===== src/rtl/rom_load_pkg.sv =====
// Shared types and constants for the ROM download controller.
// Region indices select a bit of the one-hot write strobe.
package rom_load_pkg;

  typedef enum logic [2:0] {
    IDLE = 3'd0,
    LOAD = 3'd1,
    HOLD = 3'd2,
    RUN  = 3'd3,
    FAIL = 3'd4
  } state_e;

  localparam logic [1:0] REG_PROG = 2'd0;
  localparam logic [1:0] REG_VEC  = 2'd1;
  localparam logic [1:0] REG_PROM = 2'd2;

endpackage


===== src/rtl/rom_load_ctrl_if.sv =====
// ioctl download stream in, region write port out.
// master = hps_io side, slave = rom_load_ctrl.
interface rom_load_ctrl_if;

  logic        ioctl_download;
  logic        ioctl_wr;
  logic [24:0] ioctl_addr;
  logic [7:0]  ioctl_dout;
  logic [15:0] dn_addr;
  logic [7:0]  dn_data;
  logic [2:0]  dn_wr;

  modport master (
    output ioctl_download,
    output ioctl_wr,
    output ioctl_addr,
    output ioctl_dout,
    input  dn_addr,
    input  dn_data,
    input  dn_wr
  );

  modport slave (
    input  ioctl_download,
    input  ioctl_wr,
    input  ioctl_addr,
    input  ioctl_dout,
    output dn_addr,
    output dn_data,
    output dn_wr
  );

endinterface


===== src/rtl/rom_region_decode.sv =====
// Maps a linear download address to region strobe and offset.
// Compares happen at full address width so high bits never alias.
module rom_region_decode
  import rom_load_pkg::*;
#(
  parameter int unsigned REG0_SIZE = 'h2000,
  parameter int unsigned REG1_SIZE = 'h1000,
  parameter int unsigned REG2_SIZE = 'h0100
) (
  input  logic [24:0] addr,
  output logic [2:0]  sel,
  output logic [15:0] offset,
  output logic        ovf
);

  localparam logic [24:0] B1  = 25'(REG0_SIZE);
  localparam logic [24:0] B2  = 25'(REG0_SIZE + REG1_SIZE);
  localparam logic [24:0] TOT =
    25'(REG0_SIZE + REG1_SIZE + REG2_SIZE);

  always_comb begin
    sel    = '0;
    offset = '0;
    ovf    = 1'b0;
    if (addr < B1) begin
      sel[REG_PROG] = 1'b1;
      offset        = 16'(addr);
    end else if (addr < B2) begin
      sel[REG_VEC] = 1'b1;
      offset       = 16'(addr - B1);
    end else if (addr < TOT) begin
      sel[REG_PROM] = 1'b1;
      offset        = 16'(addr - B2);
    end else begin
      ovf = 1'b1;
    end
  end

endmodule


===== src/rtl/rom_load_ctrl.sv =====
// ROM download sequencer: region routing, byte count/checksum,
// and core reset hold until a complete, in-range load settles.
module rom_load_ctrl
  import rom_load_pkg::*;
#(
  parameter int unsigned REG0_SIZE   = 'h2000,
  parameter int unsigned REG1_SIZE   = 'h1000,
  parameter int unsigned REG2_SIZE   = 'h0100,
  parameter int unsigned HOLD_CYCLES = 1024
) (
  input  logic        clk_25,
  input  logic        reset,
  rom_load_ctrl_if.slave io,
  output logic        core_reset,
  output logic        load_ok,
  output logic        load_err,
  output logic [16:0] byte_count,
  output logic [15:0] checksum
);

  localparam int unsigned TOTAL =
    REG0_SIZE + REG1_SIZE + REG2_SIZE;
  localparam int CW =
    (HOLD_CYCLES > 1) ? $clog2(HOLD_CYCLES) : 1;

  state_e        state_q, state_d;
  logic          dl_q;
  logic [CW-1:0] hold_q, hold_d;
  logic          ovf_q, ovf_d;
  logic [16:0]   cnt_q, cnt_d;
  logic [15:0]   sum_q, sum_d;
  logic          ok_q, ok_d;
  logic          err_q, err_d;
  logic          crst_q, crst_d;
  logic [2:0]    wr_q, wr_d;
  logic [15:0]   addr_q, addr_d;
  logic [7:0]    data_q, data_d;

  logic [2:0]  dec_sel;
  logic [15:0] dec_off;
  logic        dec_ovf;
  logic        rise, fall, take;

  rom_region_decode #(
    .REG0_SIZE (REG0_SIZE),
    .REG1_SIZE (REG1_SIZE),
    .REG2_SIZE (REG2_SIZE)
  ) u_dec (
    .addr   (io.ioctl_addr),
    .sel    (dec_sel),
    .offset (dec_off),
    .ovf    (dec_ovf)
  );

  assign rise = io.ioctl_download & ~dl_q;
  assign fall = ~io.ioctl_download & dl_q;
  assign take = io.ioctl_wr & io.ioctl_download
              & (rise | (state_q == LOAD));

  always_comb begin
    state_d = state_q;
    hold_d  = hold_q;
    ovf_d   = ovf_q;
    cnt_d   = cnt_q;
    sum_d   = sum_q;
    ok_d    = ok_q;
    err_d   = err_q;
    wr_d    = '0;
    addr_d  = addr_q;
    data_d  = data_q;
    if (rise) begin
      state_d = LOAD;
      cnt_d   = '0;
      sum_d   = '0;
      ok_d    = 1'b0;
      err_d   = 1'b0;
      ovf_d   = 1'b0;
    end else begin
      unique case (state_q)
        LOAD: begin
          if (fall) begin
            state_d = HOLD;
            hold_d  = CW'(HOLD_CYCLES - 1);
          end
        end
        HOLD: begin
          if (hold_q == '0) begin
            if (cnt_q == 17'(TOTAL) && !ovf_q) begin
              state_d = RUN;
              ok_d    = 1'b1;
            end else begin
              state_d = FAIL;
              err_d   = 1'b1;
            end
          end else begin
            hold_d = hold_q - CW'(1);
          end
        end
        default: ;
      endcase
    end
    // Byte acceptance applies after any same-cycle clear.
    if (take) begin
      if (dec_ovf) begin
        ovf_d = 1'b1;
      end else begin
        wr_d   = dec_sel;
        addr_d = dec_off;
        data_d = io.ioctl_dout;
        if (cnt_d != '1) cnt_d = cnt_d + 17'd1;
        sum_d = sum_d + {8'd0, io.ioctl_dout};
      end
    end
    crst_d = (state_d != RUN);
  end

  // dl_q resets high so a download already in flight at
  // reset release is not mistaken for a new one.
  always_ff @(posedge clk_25 or posedge reset) begin
    if (reset) begin
      state_q <= IDLE;
      dl_q    <= 1'b1;
      hold_q  <= '0;
      ovf_q   <= 1'b0;
      cnt_q   <= '0;
      sum_q   <= '0;
      ok_q    <= 1'b0;
      err_q   <= 1'b0;
      crst_q  <= 1'b1;
      wr_q    <= '0;
      addr_q  <= '0;
      data_q  <= '0;
    end else begin
      state_q <= state_d;
      dl_q    <= io.ioctl_download;
      hold_q  <= hold_d;
      ovf_q   <= ovf_d;
      cnt_q   <= cnt_d;
      sum_q   <= sum_d;
      ok_q    <= ok_d;
      err_q   <= err_d;
      crst_q  <= crst_d;
      wr_q    <= wr_d;
      addr_q  <= addr_d;
      data_q  <= data_d;
    end
  end

  assign io.dn_wr    = wr_q;
  assign io.dn_addr  = addr_q;
  assign io.dn_data  = data_q;
  assign core_reset  = crst_q;
  assign load_ok     = ok_q;
  assign load_err    = err_q;
  assign byte_count  = cnt_q;
  assign checksum    = sum_q;

endmodule


===== src/flat_wrapper.sv =====
// flat-port wrapper written by rule: the top's interface ports become plain ports
module rom_load_ctrl_flat import rom_load_pkg::*;
#(
  parameter int unsigned REG0_SIZE   = 'h2000,
  parameter int unsigned REG1_SIZE   = 'h1000,
  parameter int unsigned REG2_SIZE   = 'h0100,
  parameter int unsigned HOLD_CYCLES = 1024
)
  (clk_25, reset, core_reset, load_ok, load_err, byte_count, checksum, io_ioctl_download, io_ioctl_wr, io_ioctl_addr, io_ioctl_dout, io_dn_addr, io_dn_data, io_dn_wr);
  rom_load_ctrl_if io_i ();
  input  logic clk_25;
  input  logic reset;
  output logic core_reset;
  output logic load_ok;
  output logic load_err;
  output logic [16:0] byte_count;
  output logic [15:0] checksum;
  input wire logic [$bits(io_i.ioctl_download)-1:0] io_ioctl_download;
  input wire logic [$bits(io_i.ioctl_wr)-1:0] io_ioctl_wr;
  input wire logic [$bits(io_i.ioctl_addr)-1:0] io_ioctl_addr;
  input wire logic [$bits(io_i.ioctl_dout)-1:0] io_ioctl_dout;
  output wire logic [$bits(io_i.dn_addr)-1:0] io_dn_addr;
  output wire logic [$bits(io_i.dn_data)-1:0] io_dn_data;
  output wire logic [$bits(io_i.dn_wr)-1:0] io_dn_wr;
  assign io_i.ioctl_download = io_ioctl_download;
  assign io_i.ioctl_wr = io_ioctl_wr;
  assign io_i.ioctl_addr = io_ioctl_addr;
  assign io_i.ioctl_dout = io_ioctl_dout;
  assign io_dn_addr = io_i.dn_addr;
  assign io_dn_data = io_i.dn_data;
  assign io_dn_wr = io_i.dn_wr;
  rom_load_ctrl #(.REG0_SIZE(REG0_SIZE), .REG1_SIZE(REG1_SIZE), .REG2_SIZE(REG2_SIZE), .HOLD_CYCLES(HOLD_CYCLES)) u_core (.clk_25(clk_25), .reset(reset), .io(io_i), .core_reset(core_reset), .load_ok(load_ok), .load_err(load_err), .byte_count(byte_count), .checksum(checksum));
endmodule

===== config.mk =====
export PLATFORM = sky130hd
export DESIGN_NAME = rom_load_ctrl_flat
export DESIGN_NICKNAME = d
export VERILOG_FILES = /design/src/rtl/rom_load_pkg.sv /design/src/rtl/rom_load_ctrl_if.sv /design/src/rtl/rom_region_decode.sv /design/src/rtl/rom_load_ctrl.sv /design/src/flat_wrapper.sv
export SDC_FILE = /design/constraint.sdc
export NUM_CORES = 1
export LEC_CHECK = 0
export ABC_AREA = 1
export BUFFER_PORTS_ARGS = -buffer_cell sky130_fd_sc_hd__buf_2
export CAP_MARGIN = 20
export CORE_UTILIZATION = 60
export CTS_BUF_LIST = sky130_fd_sc_hd__clkbuf_4 sky130_fd_sc_hd__clkbuf_8
export DETAILED_ROUTE_END_ITERATION = 8
export GPL_TIMING_DRIVEN = 0
export PLACE_DENSITY = 0.95
export SLEW_MARGIN = 5
export SYNTH_ARGS = -nofsm -noshare
export SYNTH_HDL_FRONTEND = slang
export SYNTH_SLANG_ARGS = --single-unit
export TNS_END_PERCENT = 1

===== constraint.sdc =====
create_clock -name clk_25 -period 6.4 [get_ports clk_25]
set_input_delay 0.32 -clock clk_25 [delete_from_list [all_inputs] [get_ports clk_25]]
set_output_delay 0.32 -clock clk_25 [all_outputs]
set_load 0.005 [all_outputs]

Yosys cells after proc, flatten, opt, wreduce, memory -nomap -nowiden
Cells that the tools add are included.

Flip-flop bits (word level): 78. Output and inout bits: 63. Word-level logic and storage cells: 87.

Add/sub/neg operators: 5. $lt $le $gt $ge: 3. Equality and inequality tests: 8. Muxes and demuxes: 39. Bitwise operators: 9. Reduce and logical (&&, ||, !) cells: 11.

Operators with widths (number): $mux W16 (6); $lt A25 B14 Y1 const B (3); $mux W17 (4); $sub A16 B14 Y16 const B (2); $mux W10 (2); $pmux W10 S2 (1); $mux W1 (18); $mux W3 (6); $add A17 B1 Y17 const B (1); $eq A17 B14 Y1 const B (1); $ne A17 B17 Y1 const B (1); $add A16 B8 Y16 (1); $logic_not A10 Y1 (1); $sub A10 B1 Y10 const B (1); $reduce_bool A2 Y1 (4); $pmux W3 S2 (1); $reduce_and A3 Y1 (2); $and A1 B1 Y1 (4); $ne A2 B1 Y1 const B (2); $not A1 Y1 (4); $reduce_and A4 Y1 (1); $eq A3 B1 Y1 const B (1); $eq A3 B2 Y1 const B (1); $ne A3 B2 Y1 const B (1); other kinds (6) (6).

Depth between registers and ports, before layout
Gate-level depths: netlist of the first run.

Depth after elaboration: 7. Depth in mapped cells: 17. Depth with buffers taken out: 15.

Modules after synthesis
A second synthesis of the first run with hierarchy kept.

Cell total of the unflattened synthesis: 656. Area, all modules: 4805.9 µm².

Modules (own cells, without submodules): rom_load_ctrl (instances 1, cells an instance 572, area each 4325.4 µm²); rom_region_decode (instances 1, cells an instance 84, area each 480.5 µm²).

Worst setup path before layout of the first run
OpenSTA, ideal clock, no wires.

Path kind: register to register. From: register u_core.dl_q. To: register u_core.sum_q[6], in the netlist u_core.checksum[6]. Arrival time: 2.280 ns. Data required time: 6.280 ns. Slack: 4.001 ns. Cell stages (with the launch flop): 17. Buffers on the path: 2. Clock period less this slack: 2.399 ns. Cells stage by stage: dfstp_2 nor2_1 buf_2 buf_2 nor2_1 ha_1 fa_1 nand3_1 nand3_1 nand2_1 nand2_1 nand2_1 nand2_1 xnor2_1 nand2_1 o21ai_0 inv_1.

Word-level cells in the longest chain between the ends: 6. Elaborated cells on any way between the ends: 8.

Ends and longest elaborated chain: from (decl) (RTL line rom_load_ctrl.sv:27) `logic dl_q;`; from (signal assigned) (RTL line rom_load_ctrl.sv:135) `dl_q <= io.ioctl_download;`; $not A1 Y1 * (RTL line rom_load_ctrl.sv:55) `assign rise = io.ioctl_download & ~dl_q;`; $and A1 B1 Y1 * (RTL line rom_load_ctrl.sv:55); $mux W16 (RTL line rom_load_ctrl.sv:71) `if (rise) begin`; $add A16 B8 Y16 (RTL line rom_load_ctrl.sv:111) `sum_d = sum_d + {8'd0, io.ioctl_dout};`; $mux W16 (RTL line rom_load_ctrl.sv:104) `if (dec_ovf) begin`; $mux W16 * (RTL line rom_load_ctrl.sv:103) `if (take) begin`; net u_core.sum_d[6] (RTL line rom_load_ctrl.sv:31) `logic [15:0] sum_q, sum_d;`; to (signal assigned) (RTL line rom_load_ctrl.sv:139) `sum_q <= sum_d;`; to (decl) (RTL line rom_load_ctrl.sv:31).

The timed path passes the listed nets; every way through them passes the cells marked *. A chain may end at the register's enable or synchronous reset.

Worst setup path after layout of the first run
Ends and elaborated chain as after synthesis.

==> results.tsv, run 1 <==
stage	metric	value	unit
floorplanning	die_w	92.2	um
worst_hold_path	worst_hold_path.endpoint	u_core.dl_q$_DFF_PP1_	
critical_path	cp-start-kind	flip-flop	
synthesis	async_flop_share	100	%
drt	firstDrtPassIters	5	
drt	viasPerCell	5.41	
grt	grt_antenna_before_repair	0	
grt	grt_max_degree	51	
floorplanning	die_area	8500	um2
placed_design	place.gp.congestion	0.936	
critical_path	critPathBufInv	3	
clock_tree	htreeDepth	3	
synthesis	syn_area_per_cell	7.45	um2
grt	grt_pass1_wl	21.2	mm
drt	drc	0	
critical_path	slowest_stage	fa_1	
layout	n_antenna_cell	0	
critical_path	regToRegEndpoint	u_core.checksum[6]$_DFF_PP0_	
synthesis	synthTopCellsByArea	dfrtp_1 39%, nand2_1 15%, inv_1 6.2%	
placed_design	postPlaceCellArea	5530	um2
sta	layout_min_cycle_time	3.08	ns
sta	finalHoldViolCount	0	
synthesis	synthTopCellsByCount	194 x nand2_1, 80 x inv_1, 76 x dfrtp_1, 70 x nor2_1, 45 x nand3_1	
synthesis	synth_nets	707	
critical_path	path_class	flip-flop to flip-flop	
layout	syn_to_final_growth	18.2	%
pwr	p_int	854	uW
worst_hold_path	hold_depth	1	
critical_path	r2r_slack	3.32	ns
pwr	combPwrFrac	20.2	%
layout	finalCoreUtilization	73.8	%
pwr	power_density	215	nW/um2
synthesis	syn-cell-area	4880	um2
synthesis	ys.flop_type	dfrtp_1	
flow_run	maxCapViolations	0	
critical_path	crit_family	simple AND/OR/NAND/NOR gates	
pwr	p_leak	3.23	nW
clock_tree	cts_max_path_buffers	2	
floorplanning	start_util	62.5	%
pwr	swShare	31.1	%
critical_path	cp_max_fo	10	
critical_path	crit_chain	nor2_1 -> buf_2 -> buf_2 -> nor2_1 -> ha_1 -> fa_1 -> nand3_1 -> nand3_1 -> nand2_1 -> nand2_1 -> nand2_1 -> nand2_1 -> xnor2_1 -> nand2_1 -> o21ai_0 -> inv_1	
layout	seqCellArea	1950	um2
pwr	seq_power_share	45.6	%
floorplanning	design.core.area	7810	um2
grt	grt_pass1_vias	4685	
layout	multi_input_area	2460	um2
drt	postRouteAntennaNets	0	
floorplanning	fp-row-count	32	
synthesis	ys_warn_count	0	
drt	routed_wl	12.4	mm
pwr	clkPwrFrac	34.2	%
grt	grt_use_total	31.6	%
placed_design	place_inst	857	
synthesis	ys_ff_latch	78	
sta	slew_viol_final	0	
sta	finClkSkew	0.0122	ns
layout	design_area	5760	um2
critical_path	reg2regPathDepth	16	
pwr	ir_worst_vdd	0.131	mV
clock_tree	root_buffer	clkbuf_8	
clock_tree	cts_sinks	78	
critical_path	endpoint_kind	flip-flop	
layout	fillers	584	
clock_tree	cts_tree	yes	
drt	vias	4726	
worst_hold_path	min_path_type	primary input to flip-flop	
critical_path	worst_ep_required_time	6.65	ns
clock_tree	worstSkewPairLatency	0.36	ns
synthesis	synth_top_area_cell	dfrtp_1	
synthesis	synth_top_area_share	39.0	%
sta	final.setup.tns	0	ns
placed_design	io_buffers	99	
run_status	status	complete, no violations	
grt	globalRouteOverflowTotal	0	
pwr	p_sw	386	uW
clock_tree	path_clk_slew	0.09	ns
sta	hold_ws	0.107	ns
critical_path	arrival	3.33	ns
layout	fin_cells	874	
floorplanning	io-pin-count	100	
drt	drt_iter0_markers	264	
placed_design	place_worst_setup_slack	3.26	ns
sta	final.period_utilization	48.1	%
synthesis	synth_most_common_cell	nand2_1	
critical_path	crit_top_cell	nand2_1	
sta	worstMarginPinSlew	0.540	ns
placed_design	dp_hpwl	9.33	mm
synthesis	synth_cells	655	
clock_tree	cts_buffers	9	
layout	fin_nets	819	
synthesis	synth_cell_types	42	
sta	slew_headroom	64.0	%
synthesis	yosysSeqAreaShare	40.1	%
critical_path	worstReg2RegStart	u_core.dl_q$_DFF_PP1_	
worst_hold_path	hp-start	io_ioctl_download	
sta	rsz0062_at_grt	no	
sta	setup_viol	0	
pwr	power	1.24	mW
drt	wire_per_inst	14.2	um
critical_path	critPathMaxStageDelay	0.42	ns
floorplanning	die_y	92.2	um
synthesis	synth_edf_count	0	
layout	drive_gt1_share	23.6	%
sta	max_freq	325	MHz
sta	setup_slack	3.32	ns
-- kinds of logic after synthesis --
| family | share of synthesized area (%) |
|---|---|
| flip-flops | 40.1 |
| XOR/XNOR | 4.13 |
| AND/OR/NAND/NOR | 36.0 |
| buffers and inverters | 9.41 |
| AO/OA/AOI/OAI | 6.39 |
| adder cells (fa/ha/maj) | 4.00 |
-- layer usage --
layer	vias to the layer above	share of wire [%]	GRT usage, %
met5	-	0	0
li1	2297	-	-
met2	209	48	52.5
met3	41	7.6	7.13
met1	2179	42	38.8
met4	0	2.8	15.4
-- layout make-up --
| type | count | share of cell area [%] |
|---|---|---|
| Multi-Input combinational cell | 471 | 42.8 |
| Sequential cell | 78 | 33.9 |
| Clock inverter | 5 | 1.45 |
| Tap cell | 102 | 2.21 |
| Timing Repair Buffer | 101 | 9.25 |
| Buffer | 16 | 2.02 |
| Clock buffer | 11 | 2.41 |
| Inverter | 90 | 5.99 |
-- placed cells by master (no fill, tap or decap), drive strengths merged --
master,Yosys,routed
xor2,17,17
and3,1,1
dfstp,2,2
dfrtp,76,76
clkinvlp,0,2
buf,15,115
a31o,1,1
a31oi,2,2
dlygate4sd3,0,1
o21ai,39,39
nor2,85,85
o211ai,2,2
o22ai,1,1
bufinv,0,2
nand2,204,204
or2,1,1
nor4,1,1
fa,1,1
clkinv,1,2
clkbuf,1,12
nand3,50,50
ha,14,14
a21oi,14,14
nor3,13,13
xnor2,6,6
nand4,17,17
inv,89,89
nor3b,1,1
or3,1,1
-- registers in the layout, indices dropped and copies added, names as in the netlist --
signal,flops
u_core.byte_count,17
u_core.checksum,16
u_core.io.dn_addr,16
u_core.hold_q,10
u_core.io.dn_data,8
u_core.io.dn_wr,3
u_core.state_q,3
u_core.core_reset,1
u_core.dl_q,1
u_core.load_err,1
u_core.load_ok,1
u_core.ovf_q,1
-- worst max-delay path by stage --
stage                                      from                              end  slack [ns]  cells after the start
after floorplan           u_core.dl_q$_DFF_PP1_     u_core.checksum[6]$_DFF_PP0_        4.00                     16
after global placement                    reset  u_core.byte_count[15]$_DFF_PP0_        3.18                      2
after detailed placement      io_ioctl_download     u_core.checksum[6]$_DFF_PP0_        3.26                     18
after CTS                 u_core.dl_q$_DFF_PP1_     u_core.checksum[6]$_DFF_PP0_        3.41                     16
after global routing      u_core.dl_q$_DFF_PP1_    u_core.checksum[14]$_DFF_PP0_        3.20                     14
final                     u_core.dl_q$_DFF_PP1_     u_core.checksum[6]$_DFF_PP0_        3.32                     16
-- power by group through the flow --
stage               registers (mW)  clock network [mW]  logic [mW]
finish                       0.566               0.424       0.251
global route                 0.570               0.447       0.286
CTS                          0.566               0.423       0.249
detailed placement           0.576                   0       0.247
global placement             0.574                   0       0.229
floorplan                    0.570                   0       0.179
-- timing repair --
item / in CTS / in global routing
hold endpoints to repair: 28 / 0
buffers inserted: 0 / 0
resized for setup: 0 / 0
hold buffers: 1 / 0
No activity file was read; power rests on OpenSTA's default activity.
==> inputs of run 2 (changes only) <==
--- a/config.mk
+++ b/config.mk
@@ -8,11 +8,11 @@
 export ABC_AREA = 1
 export BUFFER_PORTS_ARGS = -buffer_cell sky130_fd_sc_hd__buf_2
 export CAP_MARGIN = 20
-export CORE_UTILIZATION = 60
+export CORE_UTILIZATION = 52
 export CTS_BUF_LIST = sky130_fd_sc_hd__clkbuf_4 sky130_fd_sc_hd__clkbuf_8
 export DETAILED_ROUTE_END_ITERATION = 8
 export GPL_TIMING_DRIVEN = 0
-export PLACE_DENSITY = 0.95
+export PLACE_DENSITY = 0.88
 export SLEW_MARGIN = 5
 export SYNTH_ARGS = -nofsm -noshare
 export SYNTH_HDL_FRONTEND = slang
==> constraint.sdc (replaced) <==
create_clock -name clk_25 -period 2.67 [get_ports clk_25]
set_input_delay 0.1335 -clock clk_25 [delete_from_list [all_inputs] [get_ports clk_25]]
set_output_delay 0.1335 -clock clk_25 [all_outputs]
set_load 0.005 [all_outputs]
==> run 2 against run 1 <==
Global-route usage fell by 4.4 points. Largest power group unchanged. First-iteration DRC count decreased by 28%. Power is 140% higher. Worst setup slack got worse by 3.2 ns. Sequential share of layout area fell by 0.76 points. Final cell count grew 1.9%. Clock-buffer cell count is 2 lower. Clock power increased by 140%. Largest cell class unchanged. Non-clock buffer count increased by 11.
==> results.tsv, run 2 (synthesized netlist as in run 1, its figures left out) <==
stage	metric	value	unit
run_status	status	complete, no violations	
grt	grt_antenna_before_repair	0	
layout	layout_commonest_cell	nand2_1	
critical_path	cp-start-kind	flip-flop	
clock_tree	path_clk_slew	0.09	ns
clock_tree	cts_buffers	9	
sta	max_freq	389	MHz
sta	final.period_utilization	96.2	%
layout	fin_nets	830	
drt	drc	0	
clock_tree	root_buffer	clkbuf_8	
layout	syn_to_final_growth	20.9	%
layout	fillers	704	
pwr	ir_worst_vdd	0.299	mV
flow_run	maxCapViolations	0	
critical_path	r2r_slack	0.10	ns
clock_tree	post_cts_buffers	0	
floorplanning	die_w	98.9	um
drt	drt_iter0_markers	190	
sta	setup_slack	0.102	ns
placed_design	io_buffers	99	
drt	wire_per_inst	14.0	um
critical_path	arrival	2.82	ns
clock_tree	cts_tree	yes	
layout	multi_input_area	2470	um2
grt	grt_pass1_wl	21.0	mm
grt	grt_pass1_vias	4628	
sta	layout_min_cycle_time	2.57	ns
critical_path	regToRegEndpoint	u_core.checksum[6]$_DFF_PP0_	
sta	setup_viol	0	
layout	seqCellArea	1950	um2
sta	worstMarginPinSlew	0.549	ns
placed_design	place_worst_setup_slack	-0.270	ns
critical_path	endpoint_kind	flip-flop	
sta	finalHoldViolCount	0	
placed_design	place.gp.congestion	0.907	
worst_hold_path	min_path_type	primary input to flip-flop	
layout	n_antenna_cell	0	
floorplanning	start_util	54.9	%
grt	globalRouteOverflowTotal	0	
grt	grt_max_degree	62	
drt	routed_wl	12.5	mm
clock_tree	htreeDepth	3	
pwr	power_density	506	nW/um2
critical_path	setup.worst_path.end	u_core.checksum[6]$_DFF_PP0_	
clock_tree	worstSkewPairLatency	0.36	ns
sta	slew_viol_final	0	
floorplanning	io-pin-count	100	
clock_tree	cts_max_path_buffers	2	
critical_path	path_class	flip-flop to flip-flop	
sta	finClkSkew	0.0111	ns
clock_tree	cts_sinks	78	
critical_path	worstReg2RegStart	u_core.dl_q$_DFF_PP1_	
layout	finalCoreUtilization	66.3	%
critical_path	reg2regPathDepth	15	
floorplanning	die_y	98.9	um
drt	firstDrtPassIters	4	
floorplanning	design.core.area	8890	um2
drt	postRouteAntennaNets	0	
floorplanning	fp-row-count	34	
critical_path	cp_max_fo	19	
sta	rsz0062_at_grt	yes	
layout	final_cell_mix	194 x nand2_1, 105 x buf_2, 79 x inv_1	
drt	viasPerCell	5.25	
floorplanning	die_area	9770	um2
grt	grt_use_total	27.2	%
placed_design	dp_hpwl	9.14	mm
critical_path	crit_path_start	u_core.dl_q$_DFF_PP1_	
pwr	p_leak	3.29	nW
layout	drive_gt1_share	23.2	%
sta	slew_headroom	63.4	%
drt	vias	4674	
critical_path	worst_ep_required_time	2.92	ns
layout	largest_register_ffs	17	
-- run 2: cell count changes in the layout (fill, tap and decap cells not counted), moves of 2 or more --
| cell | change |
|---|---|
| buf_2 | -2 |
| buf_6 | +2 |
| clkbuf_4 | -2 |
| clkinv_2 | +2 |
| dlygate4sd3_1 | +12 |
| inv_6 | +2 |
-- run 2: layer usage --
layer	global-route usage, %	routed length [um]	part of all wire (%)
met1	33.4	5340	43
met2	46.6	5920	47
met3	6.31	933	7.5
met4	10.6	267	2.1
met5	0	0	0
-- run 2: metrics by stage --
step / hold WS, ns / total power, mW / cell area (um2) / instances / setup TNS (ns)
final: 0.0118 / 2.98 / 5900 / 891 / 0
after global routing: 0.00710 / 3.14 / 5900 / 891 / -0.0662
after CTS: 0.00304 / 2.99 / 5890 / 891 / 0
after detailed placement: 0.0930 / 1.98 / 5540 / 863 / -1.01
after global placement: 0.283 / 1.93 / 5510 / 862 / -27.94
after floorplan: 0.138 / 1.79 / 4880 / 655 / 0
-- run 2: critical path, cell delays in order (launching register included) --
cell,delay [ns]
dfstp_2,0.40
nor2_2,0.25
buf_6,0.25
nor2_1,0.08
ha_1,0.22
fa_1,0.41
nand3_1,0.12
nand3_1,0.11
nand2_1,0.11
nand2_1,0.06
nand2_1,0.06
nand2_1,0.07
xnor2_1,0.15
nand2_1,0.06
o21ai_0,0.07
inv_1,0.05
-- run 2: what timing repair did --
action	4_1_cts	5_1_grt
hold buffers	13	0
endpoints found under the setup margin	6	7
gates resized for setup	2	3
endpoints found under the hold margin	29	0
pin swaps	0	0
cloned	0	0
-- run 2: worst min-delay path by stage --
| stage | start | endpoint | slack, ns | cells past startpoint |
|---|---|---|---|---|
| final | io_ioctl_dout[3] | u_core.io.dn_data[3]$_DFFE_PP0P_ | 0.01 | 3 |
| after global routing | io_ioctl_dout[3] | u_core.io.dn_data[3]$_DFFE_PP0P_ | 0.007 | 3 |
| after CTS | io_ioctl_dout[3] | u_core.io.dn_data[3]$_DFFE_PP0P_ | 0.003 | 3 |
| after detailed placement | reset | u_core.hold_q[0]$_DFFE_PP0P_ | 0.09 | 2 |
| after global placement | io_ioctl_download | u_core.dl_q$_DFF_PP1_ | 0.28 | 1 |
| after floorplan | io_ioctl_download | u_core.dl_q$_DFF_PP1_ | 0.14 | 0 |
-- run 2: layout make-up --
class | count | share of cell area [%]
clock inverter | 7 | 1.61
tap | 108 | 2.29
buffer | 15 | 2.06
multi-input combinational | 471 | 41.9
timing repair buffer | 113 | 11.1
sequential | 78 | 33.1
inverter | 90 | 5.86
clock buffer | 9 | 2.10
-- run 2: where the power goes --
| part | switching, mW | internal [mW] | leakage [nW] |
|---|---|---|---|
| sequential | 0.0696 | 1.29 | 1.04 |
| clock | 0.478 | 0.530 | 0.110 |
| combinational | 0.395 | 0.221 | 2.13 |
| total | 0.942 | 2.04 | 3.29 |
